### src/rtl/tff_count_sequencer.sv
// tff_count_sequencer
// Sequences an external bank of WIDTH T flip-flops as a synchronous up/down
// counter. A start request clears the bank to 0 (up) or all-ones (down), then
// the bank counts toward a captured limit. The block pulses done for one cycle
// when the count completes. An abort returns the block to idle with the bank
// holding its current value. The t outputs are combinational from the state,
// the captured direction and the fed-back q, so the bank steps on the same
// edge that advances the state machine.

module tff_count_sequencer #(
    parameter int WIDTH = 4
) (
    input  logic             clk,
    input  logic             rst,
    input  logic             start,
    input  logic             abort,
    input  logic             dir,
    input  logic [WIDTH-1:0] limit,
    input  logic [WIDTH-1:0] q,
    output logic [WIDTH-1:0] t,
    output logic             busy,
    output logic             done
);

    typedef enum logic [1:0] {
        ST_IDLE  = 2'd0,
        ST_CLEAR = 2'd1,
        ST_COUNT = 2'd2,
        ST_DONE  = 2'd3
    } state_t;

    state_t           state_r;
    state_t           next_state_s;
    logic             dir_r;
    logic [WIDTH-1:0] limit_r;
    logic [WIDTH-1:0] t_s;
    logic             busy_r;
    logic             done_r;
    logic             accept_s;

    // Bit i of a binary counter toggles when every lower bit is 1. Counting
    // down is the same rule applied to the complemented value.
    function automatic logic [WIDTH-1:0] carry_mask(input logic [WIDTH-1:0] value);
        logic [WIDTH-1:0] mask;
        logic             run;
        run = 1'b1;
        for (int i = 0; i < WIDTH; i++) begin
            mask[i] = run;
            run     = run & value[i];
        end
        return mask;
    endfunction

    assign accept_s = (state_r == ST_IDLE) && start && !abort;

    // State register.
    always_ff @(posedge clk or posedge rst) begin
        if (rst) begin
            state_r <= ST_IDLE;
        end else begin
            state_r <= next_state_s;
        end
    end

    // Capture direction and terminal count when a sequence is accepted.
    always_ff @(posedge clk or posedge rst) begin
        if (rst) begin
            dir_r   <= 1'b0;
            limit_r <= {WIDTH{1'b0}};
        end else if (accept_s) begin
            dir_r   <= dir;
            limit_r <= limit;
        end else begin
            dir_r   <= dir_r;
            limit_r <= limit_r;
        end
    end

    // Next-state and toggle-mask decode.
    always_comb begin
        next_state_s = state_r;
        t_s          = {WIDTH{1'b0}};
        case (state_r)
            ST_IDLE: begin
                if (accept_s) begin
                    next_state_s = ST_CLEAR;
                end else begin
                    next_state_s = ST_IDLE;
                end
            end
            ST_CLEAR: begin
                if (abort) begin
                    next_state_s = ST_IDLE;
                end else begin
                    // Toggling the ones (up) or the zeros (down) lands the
                    // bank on all-zeros or all-ones at the next edge.
                    t_s          = dir_r ? ~q : q;
                    next_state_s = ST_COUNT;
                end
            end
            ST_COUNT: begin
                if (abort) begin
                    next_state_s = ST_IDLE;
                end else if (q == limit_r) begin
                    next_state_s = ST_DONE;
                end else begin
                    t_s          = dir_r ? carry_mask(~q) : carry_mask(q);
                    next_state_s = ST_COUNT;
                end
            end
            ST_DONE: begin
                next_state_s = ST_IDLE;
            end
            default: begin
                next_state_s = ST_IDLE;
            end
        endcase
    end

    // Status flags registered from the next state so they mirror state_r.
    always_ff @(posedge clk or posedge rst) begin
        if (rst) begin
            busy_r <= 1'b0;
            done_r <= 1'b0;
        end else begin
            busy_r <= (next_state_s == ST_CLEAR) || (next_state_s == ST_COUNT);
            done_r <= (next_state_s == ST_DONE);
        end
    end

    assign t    = t_s;
    assign busy = busy_r;
    assign done = done_r;

endmodule

### config.mk
export PLATFORM = sky130hd
export DESIGN_NAME = tff_count_sequencer
export DESIGN_NICKNAME = d
export VERILOG_FILES = /design/src/rtl/tff_count_sequencer.sv
export SDC_FILE = /design/constraint.sdc
export NUM_CORES = 1
export LEC_CHECK = 0
export BUFFER_PORTS_ARGS = -buffer_cell sky130_fd_sc_hd__buf_4
export CELL_PAD_IN_SITES_DETAIL_PLACEMENT = 0
export CELL_PAD_IN_SITES_GLOBAL_PLACEMENT = 2
export CORE_MARGIN = 3
export CORE_UTILIZATION = 29
export DETAILED_ROUTE_END_ITERATION = 7
export PLACE_DENSITY = 0.78
export SETUP_SLACK_MARGIN = 0.4
export SYNTH_ARGS = -nofsm -noshare
export SYNTH_HDL_FRONTEND = slang
export SYNTH_SLANG_ARGS = --single-unit
export TNS_END_PERCENT = 20
### constraint.sdc
create_clock -name clk -period 1.87 [get_ports clk]
set_input_delay 0.0935 -clock clk [delete_from_list [all_inputs] [get_ports clk]]
set_output_delay 0.0935 -clock clk [all_outputs]
set_load 0.005 [all_outputs]
Word-level counts from Yosys, hierarchy flattened
Cells that the tools add are included.
{ "word_totals": {"reg_bits": 9, "word_cells": 33, "inputBits": 13} }
{ "classes": {"muxes": 11, "n_reduce_logical": 5, "bitwise_logic": 5, "eq_ne": 7} }
{ "op_table": {"columns": ["op", "n"], "rows": [
  ["4-bit 2-to-1 mux", 5],
  ["2-bit equality test (second input constant)", 4],
  ["2-bit one-hot mux with 4 select lines", 1],
  ["4-bit one-hot mux with 2 select lines", 1],
  ["1-bit AND", 4],
  ["2-bit by 1-bit equality test with 1-bit output (second input constant)", 2],
  ["4-bit equality test", 1],
  ["2-bit 2-to-1 mux", 2],
  ["4-bit NOT", 1],
  ["1-bit logical AND", 2],
  ["2-bit logical NOT", 1],
  ["1-bit 2-to-1 mux", 2],
  ["1-bit logical NOT", 1],
  ["1-bit logical OR", 1]
]} }

Depth between registers and ports, before layout
Gate-level depths: netlist of the first run.
{ "depth": {"word_depth": 7, "mapped_depth": 7, "depth_no_buf": 7} }

Worst setup path after synthesis of the first run
No wires, ideal clock.
{ "synth_timing": {"kind": "reg2reg", "from": "reg state_r[0]", "to": "reg busy_r, in the netlist busy", "period_less_slack_ns": 1.352, "t_arrival_ns": 1.226, "t_required_ns": 1.744, "stages_incl_launch_ff": 5, "n_path_buf": 0, "setup_time_ns": 0.126, "slack_ns": 0.518, "cell_sequence": "dfrtp_1 inv_1 ha_1 o41ai_2 ha_1"} }
{ "synth_via": {"elab_chain_cells": 7, "elab_cells_between_ends": 11} }
{ "synth_lines": {"columns": ["element", "line_no", "rtl"], "rows": [
  ["start, declared", "32", "state_t state_r;"],
  ["start signal, assigned", "61", "state_r <= next_state_s;"],
  ["2-bit logical NOT", "54, 83", null],
  ["1-bit logical AND (2 in a row)", "54", "assign accept_s = (state_r == ST_IDLE) && start && !abort;"],
  ["1-bit 2-to-1 mux", "85", "if (accept_s) begin"],
  ["2-bit one-hot mux with 4 select lines *", "83", "case (state_r)"],
  ["net next_state_s[0]", "33", "state_t next_state_s;"],
  ["2-bit by 1-bit equality test with 1-bit output or 2-bit equality test (tied branches)", "126", "busy_r <= (next_state_s == ST_CLEAR) || (next_state_s == ST_COUNT);"],
  ["1-bit logical OR *", "126", null],
  ["end signal, assigned", "126", null],
  ["end, declared", "37", "logic busy_r;"]
]} }
The timed path passes the listed nets; every way through them passes the cells marked *.
A chain may end at the register's enable or synchronous reset.

Worst setup path after layout of the first run
{ "layout_timing": {"from": "reg dir_r", "to": "out t[2]"} }
{ "layout_via": {"elab_chain_cells": 4, "elab_cells_between_ends": 6} }
{ "layout_lines": {"columns": ["element", "line_no", "rtl"], "rows": [
  ["start, declared", "34", "logic dir_r;"],
  ["start signal, assigned", "71", "dir_r <= dir;"],
  ["start signal, assigned", "74", "dir_r <= dir_r;"],
  ["4-bit 2-to-1 mux", "107", "t_s = dir_r ? carry_mask(~q) : carry_mask(q);"],
  ["4-bit 2-to-1 mux", "104", "end else if (q == limit_r) begin"],
  ["4-bit 2-to-1 mux", "102", "if (abort) begin"],
  ["4-bit one-hot mux with 2 select lines *", "83", null],
  ["end, declared", "20", "output logic [WIDTH-1:0] t,"]
]} }
Every way passes the cells marked *; elsewhere a longest branch is shown, timed or not.

==> results.json, run 1 <==
{
  "min_from": "dir",
  "top_usage_layer": "met2",
  "max-slew-margin-rel": 0.7578,
  "slowest_delay_ns": 0.43,
  "arrival_ns": 1.48,
  "synth-main-ff-cell": "dfrtp_1",
  "ant_nets": 0,
  "synth_area_sq_um": 573.1,
  "drc": 0,
  "sequentialPowerShare": 0.426,
  "grt_start_max_net_pins": 10,
  "fin_cells": 101,
  "cpLargestDelayFamily": "flip-flops",
  "finalNetCount": 94,
  "firstDrtPassIters": 2,
  "leakage_nw": 0.3892,
  "synthCells": 51,
  "viasPerCell": 4.653,
  "globalRouteOverflowTotal": 0,
  "core_area_sq_um": 1802,
  "track_usage": 0.1178,
  "ir_drop_uv": 475.2,
  "critPathSlowestCell": "dfrtp_2",
  "drive_gt1_frac": 0.6053,
  "use_met3": 0.03858,
  "post-dp-hpwl_microns": 958.3,
  "clockBufferDepth": 2,
  "routabilityCongestion": 0.7509,
  "drv_slew": 0,
  "synth_top_area_frac": 0.3930,
  "vias": 470,
  "clk_pin_slew_ns": 0.06,
  "rsz0062_at_grt": "yes",
  "fin_util": 0.4757,
  "yosys_warnings": 0,
  "synth_commonest_cells": "dfrtp_1 (9), mux2_2 (5), ha_1 (4), inv_1 (4), xnor2_1 (4)",
  "rrSetupSlack_ns": 0.35,
  "cts_made_buffers": 3,
  "synth.most_common_cell": "dfrtp_1",
  "cts.sinks": 9,
  "clockPowerShare": 0.261,
  "cts_max_level": 1,
  "synthTopCellsByArea": "dfrtp_1 (39%), mux2_2 (9.8%), ha_1 (8.7%), xnor2_1 (6.1%), a21boi_1 (3.9%)",
  "r2r_start": "state_r[0]$_DFF_PP0_",
  "fmax_ghz": 0.6361,
  "die_area_sq_um": 2545,
  "max_cap_violations": 0,
  "worstPathRequired_ns": 1.78,
  "synth.distinct_cells": 21,
  "port_buffers": 18,
  "grt_pass1_vias": 464,
  "drt-initial-drc-count": 3,
  "antennaDiodeCount": 0,
  "critPathLaunchType": "register",
  "place_inst": 94,
  "internal-power_mw": 0.4038,
  "synth-edff-count": 0,
  "power_switching_mw": 0.1702,
  "design_area_sq_um": 857.1,
  "period_needed_ns": 1.572,
  "worst_skew_pair.late_latency_ns": 0.27,
  "synth-seq-cells": 9,
  "outcome": "completed",
  "power_density_nw_per_um2": 669.7,
  "cts-root-buf": "clkbuf_4",
  "die_w_microns": 50.45,
  "fin_crit_sh": 0.8407,
  "whs_path_depth": 2,
  "synth.net_count": 68,
  "placed_area_sq_um": 739.5,
  "hold_end": "dir_r$_DFFE_PP0P_",
  "hold_viol_final": 0,
  "wl_per_cell_microns": 12.54,
  "path_class": "register to output port",
  "hp-class": "primary input to register",
  "grt_pass1_wl_mm": 2.139,
  "r2r-end": "busy$_DFF_PP0_",
  "use_met1": 0.1436,
  "chipHeight_microns": 50.45,
  "critPathCaptureType": "output port",
  "use_met2": 0.1674,
  "grt_antenna_before_repair": 0,
  "hold_slack_ns": 0.06323,
  "finalWirelength_mm": 1.267,
  "tns_ns": 0,
  "synth_top_area_cell": "dfrtp_1",
  "area_growth_pct": 49.56,
  "worstPathMaxFanout": 4,
  "worst_r2r_path_depth": 5,
  "async_flop_share": 1.000,
  "switching_share": 0.2965,
  "tightest_slew_ns": 0.3622,
  "clock_skew_ns": 0.008210,
  "cts_tree": "yes",
  "io-pin-count": 19,
  "finalSetupViolCount": 0,
  "ys_seq_area_frac": 0.3930,
  "power.share.combinational": 0.314,
  "syn_area_per_cell_sq_um": 11.24,
  "cp_cell_sequence": "nor2b_4, mux2_4, a32oi_1, nor2b_1, buf_4",
  "num_rows": 15,
  "cp_num_buf_inv": 1,
  "initial_core_util": 0.3181
}
==> worst max path at each step <==
stage / start / end / depth (start not counted)
after floorplan: state_r[0]$_DFF_PP0_ / busy$_DFF_PP0_ / 4
after global placement: state_r[1]$_DFF_PP0_ / busy$_DFF_PP0_ / 5
after detailed placement: state_r[0]$_DFF_PP0_ / busy$_DFF_PP0_ / 5
final: dir_r$_DFFE_PP0P_ / t[2] / 5
after global routing: state_r[1]$_DFF_PP0_ / t[1] / 6
after CTS: dir_r$_DFFE_PP0P_ / t[2] / 5
==> kinds of logic (layout without fill, tap and decap cells) <==
family,count (synthesis),in the layout,share of synthesized area
AO/OA/AOI/OAI,8,8,0.1136
XOR/XNOR,6,6,0.09170
adder cells (fa/ha/maj),4,4,0.08734
buffers and inverters,4,29,0.02619
flip-flops,9,9,0.3930
multiplexers,6,6,0.1244
AND/OR/NAND/NOR,14,14,0.1638
==> final cells by class <==
type                            instances  area, sq um
Tap cell                               25        31.28
Timing Repair Buffer                   21        160.2
Inverter                                4        15.01
Clock buffer                            3        22.52
Sequential cell                         9        226.5
Clock inverter                          1        5.005
Multi-Input combinational cell         38        396.6
Fill cell                             186        944.7
==> state kept, by name (all words and copies together), names as in the netlist <==
register and flops:
limit_r 4, dir_r 1, done 1, state_r 2, busy 1
==> timing repair <==
item	CTS	global route
resized for setup	5	12
setup buffers	2	0
endpoints found under the setup margin	10	11
hold endpoints to repair	9	0
pin swaps	1	5
hold buffers	1	0
==> power by group through the flow <==
stage / Combinational [mW] / Clock [mW] / Sequential, mW
3_5_place_dp: 0.134 / 0 / 0.246
4_1_cts: 0.154 / 0.160 / 0.239
2_1_floorplan: 0.0916 / 0 / 0.239
3_3_place_gp: 0.134 / 0 / 0.244
5_1_grt: 0.197 / 0.167 / 0.249
6_report: 0.180 / 0.150 / 0.244
==> cells in the final DEF (no fill, tap or decap), types with 2 or more instances in the layout <==
cell type,Yosys,layout
inv_2,0,2
ha_1,4,4
clkbuf_4,0,3
a21boi_1,3,2
mux2_2,5,5
nor2b_1,3,2
xnor2_2,0,4
buf_4,0,20
inv_1,4,2
nor2b_4,1,2
nor2_1,3,2
dfrtp_1,9,8
xor2_1,2,2
==> per-layer routing <==
| layer | up-vias | share of wire | wire [microns] |
|---|---|---|---|
| met2 | 15 | 0.46 | 589 |
| met5 | - | 0 | 0 |
| met1 | 223 | 0.41 | 525 |
| li1 | 227 | - | - |
| met4 | 0 | 0.037 | 47 |
| met3 | 5 | 0.082 | 104 |
==> through the flow <==
step,setup slack (ns),total power [mW]
floorplan,0.5184,0.3309
global placement,0.3282,0.3776
detailed placement,0.3311,0.3803
CTS,0.2718,0.5527
global route,0.1995,0.6126
finish,0.2979,0.5740
Power figures use the tool's default switching activity.
==> run 2: changes to the inputs <==
ABC_AREA = 1   (was default)
CORE_UTILIZATION = 23   (was 29)
PLACE_DENSITY = 0.74   (was 0.78)
clock period = 1.3 ns   (was 1.87 ns; I/O delays follow)
==> run 2 against run 1 <==
The flow now finishes with violations (setup timing). Global-route usage is 2.5 points lower. Clock power is 45% higher. Sequential power is 38% higher. Sequential share of layout area is 3.5 points lower.
==> results.json, run 2 <==
{
  "synth.distinct_cells": 18,
  "synth.most_common_cell": "nand2_1",
  "ir_drop_uv": 631.2,
  "num_rows": 17,
  "drive_gt1_frac": 0.5603,
  "reg_top3": "limit_r (4), state_r (2)",
  "synth-seq-cells": 9,
  "synth_top_family_by_area": "simple AND/OR/NAND/NOR gates",
  "cts.sinks": 9,
  "design_area_sq_um": 987.2,
  "hold_viol_final": 0,
  "muxShareOfSynthArea": 0,
  "finalNetCount": 134,
  "yosys_warnings": 0,
  "synth_area_sq_um": 596.8,
  "wl_per_cell_microns": 9.826,
  "drv_slew": 0,
  "drt-initial-drc-count": 0,
  "clockBufferDepth": 2,
  "finalSetupViolCount": 9,
  "critPathLaunchType": "register",
  "max_cap_violations": 0,
  "rsz0062_at_grt": "yes",
  "synth.net_count": 98,
  "post-dp-hpwl_mm": 1.099,
  "ys_seq_area_frac": 0.3774,
  "globalRouteOverflowTotal": 0,
  "tightest_slew_ns": 0.3467,
  "synth-edff-count": 0,
  "synth-main-ff-cell": "dfrtp_1",
  "synth_xor_area_frac": 0.02935,
  "synth_commonest_cells": "nand2_1 (19), inv_1 (14), a21oi_1 (11)",
  "cts-root-buf": "clkbuf_4",
  "worst_skew_pair.late_latency_ns": 0.26,
  "io-pin-count": 19,
  "synthCells": 81,
  "period_needed_ns": 1.444,
  "die_w_microns": 56.94,
  "largest_register_ffs": 4,
  "vias": 597,
  "drc": 0,
  "syn_area_per_cell_sq_um": 7.368,
  "routabilityCongestion": 0.7777,
  "grt_pass1_wl_mm": 2.304,
  "clk_pin_slew_ns": 0.06,
  "hp-class": "primary input to register",
  "n_fill_cell": 249,
  "synth-compound-area-share": 0.1300,
  "synth_top_area_cell": "dfrtp_1",
  "clock_skew_ns": 0.0005450,
  "layout_common_cells": "buf_4 (31), nand2_1 (13), dfrtp_1 (8)",
  "port_buffers": 18,
  "area_growth_pct": 65.41,
  "worstPathMaxFanout": 4,
  "ant_nets": 0,
  "worst_slack_ns": -0.1436,
  "yosys.area_share.adder": 0.08386,
  "yosys.area_share.simple": 0.2516,
  "viasPerCell": 4.146,
  "top_register": "limit_r",
  "cts_max_level": 1,
  "fin_util": 0.4219,
  "die_area_sq_um": 3242,
  "grt_pass1_vias": 567,
  "synth_top_area_frac": 0.3774,
  "synthTopCellsByArea": "dfrtp_1 (38%), nand2_1 (12%), a21oi_1 (9.2%), inv_1 (8.8%), ha_1 (8.4%)",
  "initial_core_util": 0.2551,
  "antennaDiodeCount": 0,
  "cts_made_buffers": 3,
  "core_area_sq_um": 2340,
  "worstPathRequired_ns": 1.24,
  "placed_area_sq_um": 780.7,
  "path_class": "register to output port",
  "cts_tree": "yes",
  "max-slew-margin-rel": 0.7686,
  "outcome": "complete, but fails checks",
  "leakage_nw": 0.5079,
  "power_density_nw_per_um2": 859.2,
  "fin_crit_sh": 1.110,
  "track_usage": 0.09277,
  "chipHeight_microns": 56.94,
  "async_flop_share": 1.000,
  "finalWirelength_mm": 1.415,
  "tns_ns": -0.7180,
  "firstDrtPassIters": 1,
  "grt_antenna_before_repair": 0,
  "grt_start_max_net_pins": 11,
  "finalPower_mw": 0.8482,
  "fmax_ghz": 0.6927,
  "violations": "setup timing",
  "arrival_ns": 1.38,
  "final_common_cell": "buf_4",
  "critPathCaptureType": "output port"
}
==> run 2: path summary, 6_finish.rpt <==
kind                                         from                     end  slack [ns]  depth (start not counted)
max reg2reg                  state_r[0]$_DFF_PP0_          busy$_DFF_PP0_       -0.09                          6
min in group asynchronous                     rst          busy$_DFF_PP0_        0.32                          3
min reg2reg                limit_r[3]$_DFFE_PP0P_  limit_r[3]$_DFFE_PP0P_        0.53                          2
max in group asynchronous                     rst       dir_r$_DFFE_PP0P_        0.70                          3
max                          state_r[0]$_DFF_PP0_                    t[3]       -0.14                          7
min                                      limit[2]  limit_r[2]$_DFFE_PP0P_        0.04                          3
==> run 2: final cells by class <==
cell class              instances  area, sq um  area share
inverters                      16        65.06     0.06591
repair buffers                 33        254.0      0.2573
flip-flops and latches          9        226.5      0.2294
clock buffers                   4        26.28     0.02662
multi-input cells              54        380.4      0.3853
well taps                      28        35.03     0.03549
==> run 2: layer usage <==
layer,wire length [microns],up-vias,global-route usage
li1,-,323,-
met1,627,260,0.1103
met2,719,10,0.1550
met3,44,4,0.01357
met4,23,0,0.05960
met5,0,-,0
==> run 2: timing repair <==
item                       4_1_cts  5_1_grt
setup endpoints to repair       13       13
buffers inserted                10        1
hold endpoints to repair         9        0
gates resized for setup         19       11
pin swaps                        7        5
hold buffers                     1        0
==> run 2: critical path, cell delays in order, from the launching register on <==
cell and delay (ns):
dfrtp_1 0.42, inv_2 0.09, ha_4 0.13, nand2_4 0.07
inv_4 0.08, nand4_1 0.09, a21oi_2 0.13, buf_4 0.12
==> run 2: power by group <==
group          total (mW)  leakage (nW)  internal [mW]  switching, mW
Sequential          0.337         0.107          0.311         0.0259
Clock               0.218        0.0150          0.118         0.0998
Combinational       0.293         0.385          0.157          0.137
Total               0.848         0.508          0.586          0.262
==> run 2: cells by family (layout without fill, tap and decap cells) <==
group / after synthesis / in the layout
AO/OA/AOI/OAI: 14 / 14
adder cells (fa/ha/maj): 4 / 4
flip-flops: 9 / 9
XOR/XNOR: 2 / 2
buffers and inverters: 18 / 53
AND/OR/NAND/NOR: 34 / 34
==> run 2: per-stage QoR <==
stage          worst slack [ns]  hold slack [ns]  cells
2_1_floorplan           0.01342          -0.1071     81
3_3_place_gp          -0.001061          0.06082    128
3_5_place_dp           -0.06080          0.05873    128
4_1_cts                 -0.1684          0.03795    143
5_1_grt                 -0.2351          0.05057    144
6_report                -0.1436          0.03912    144
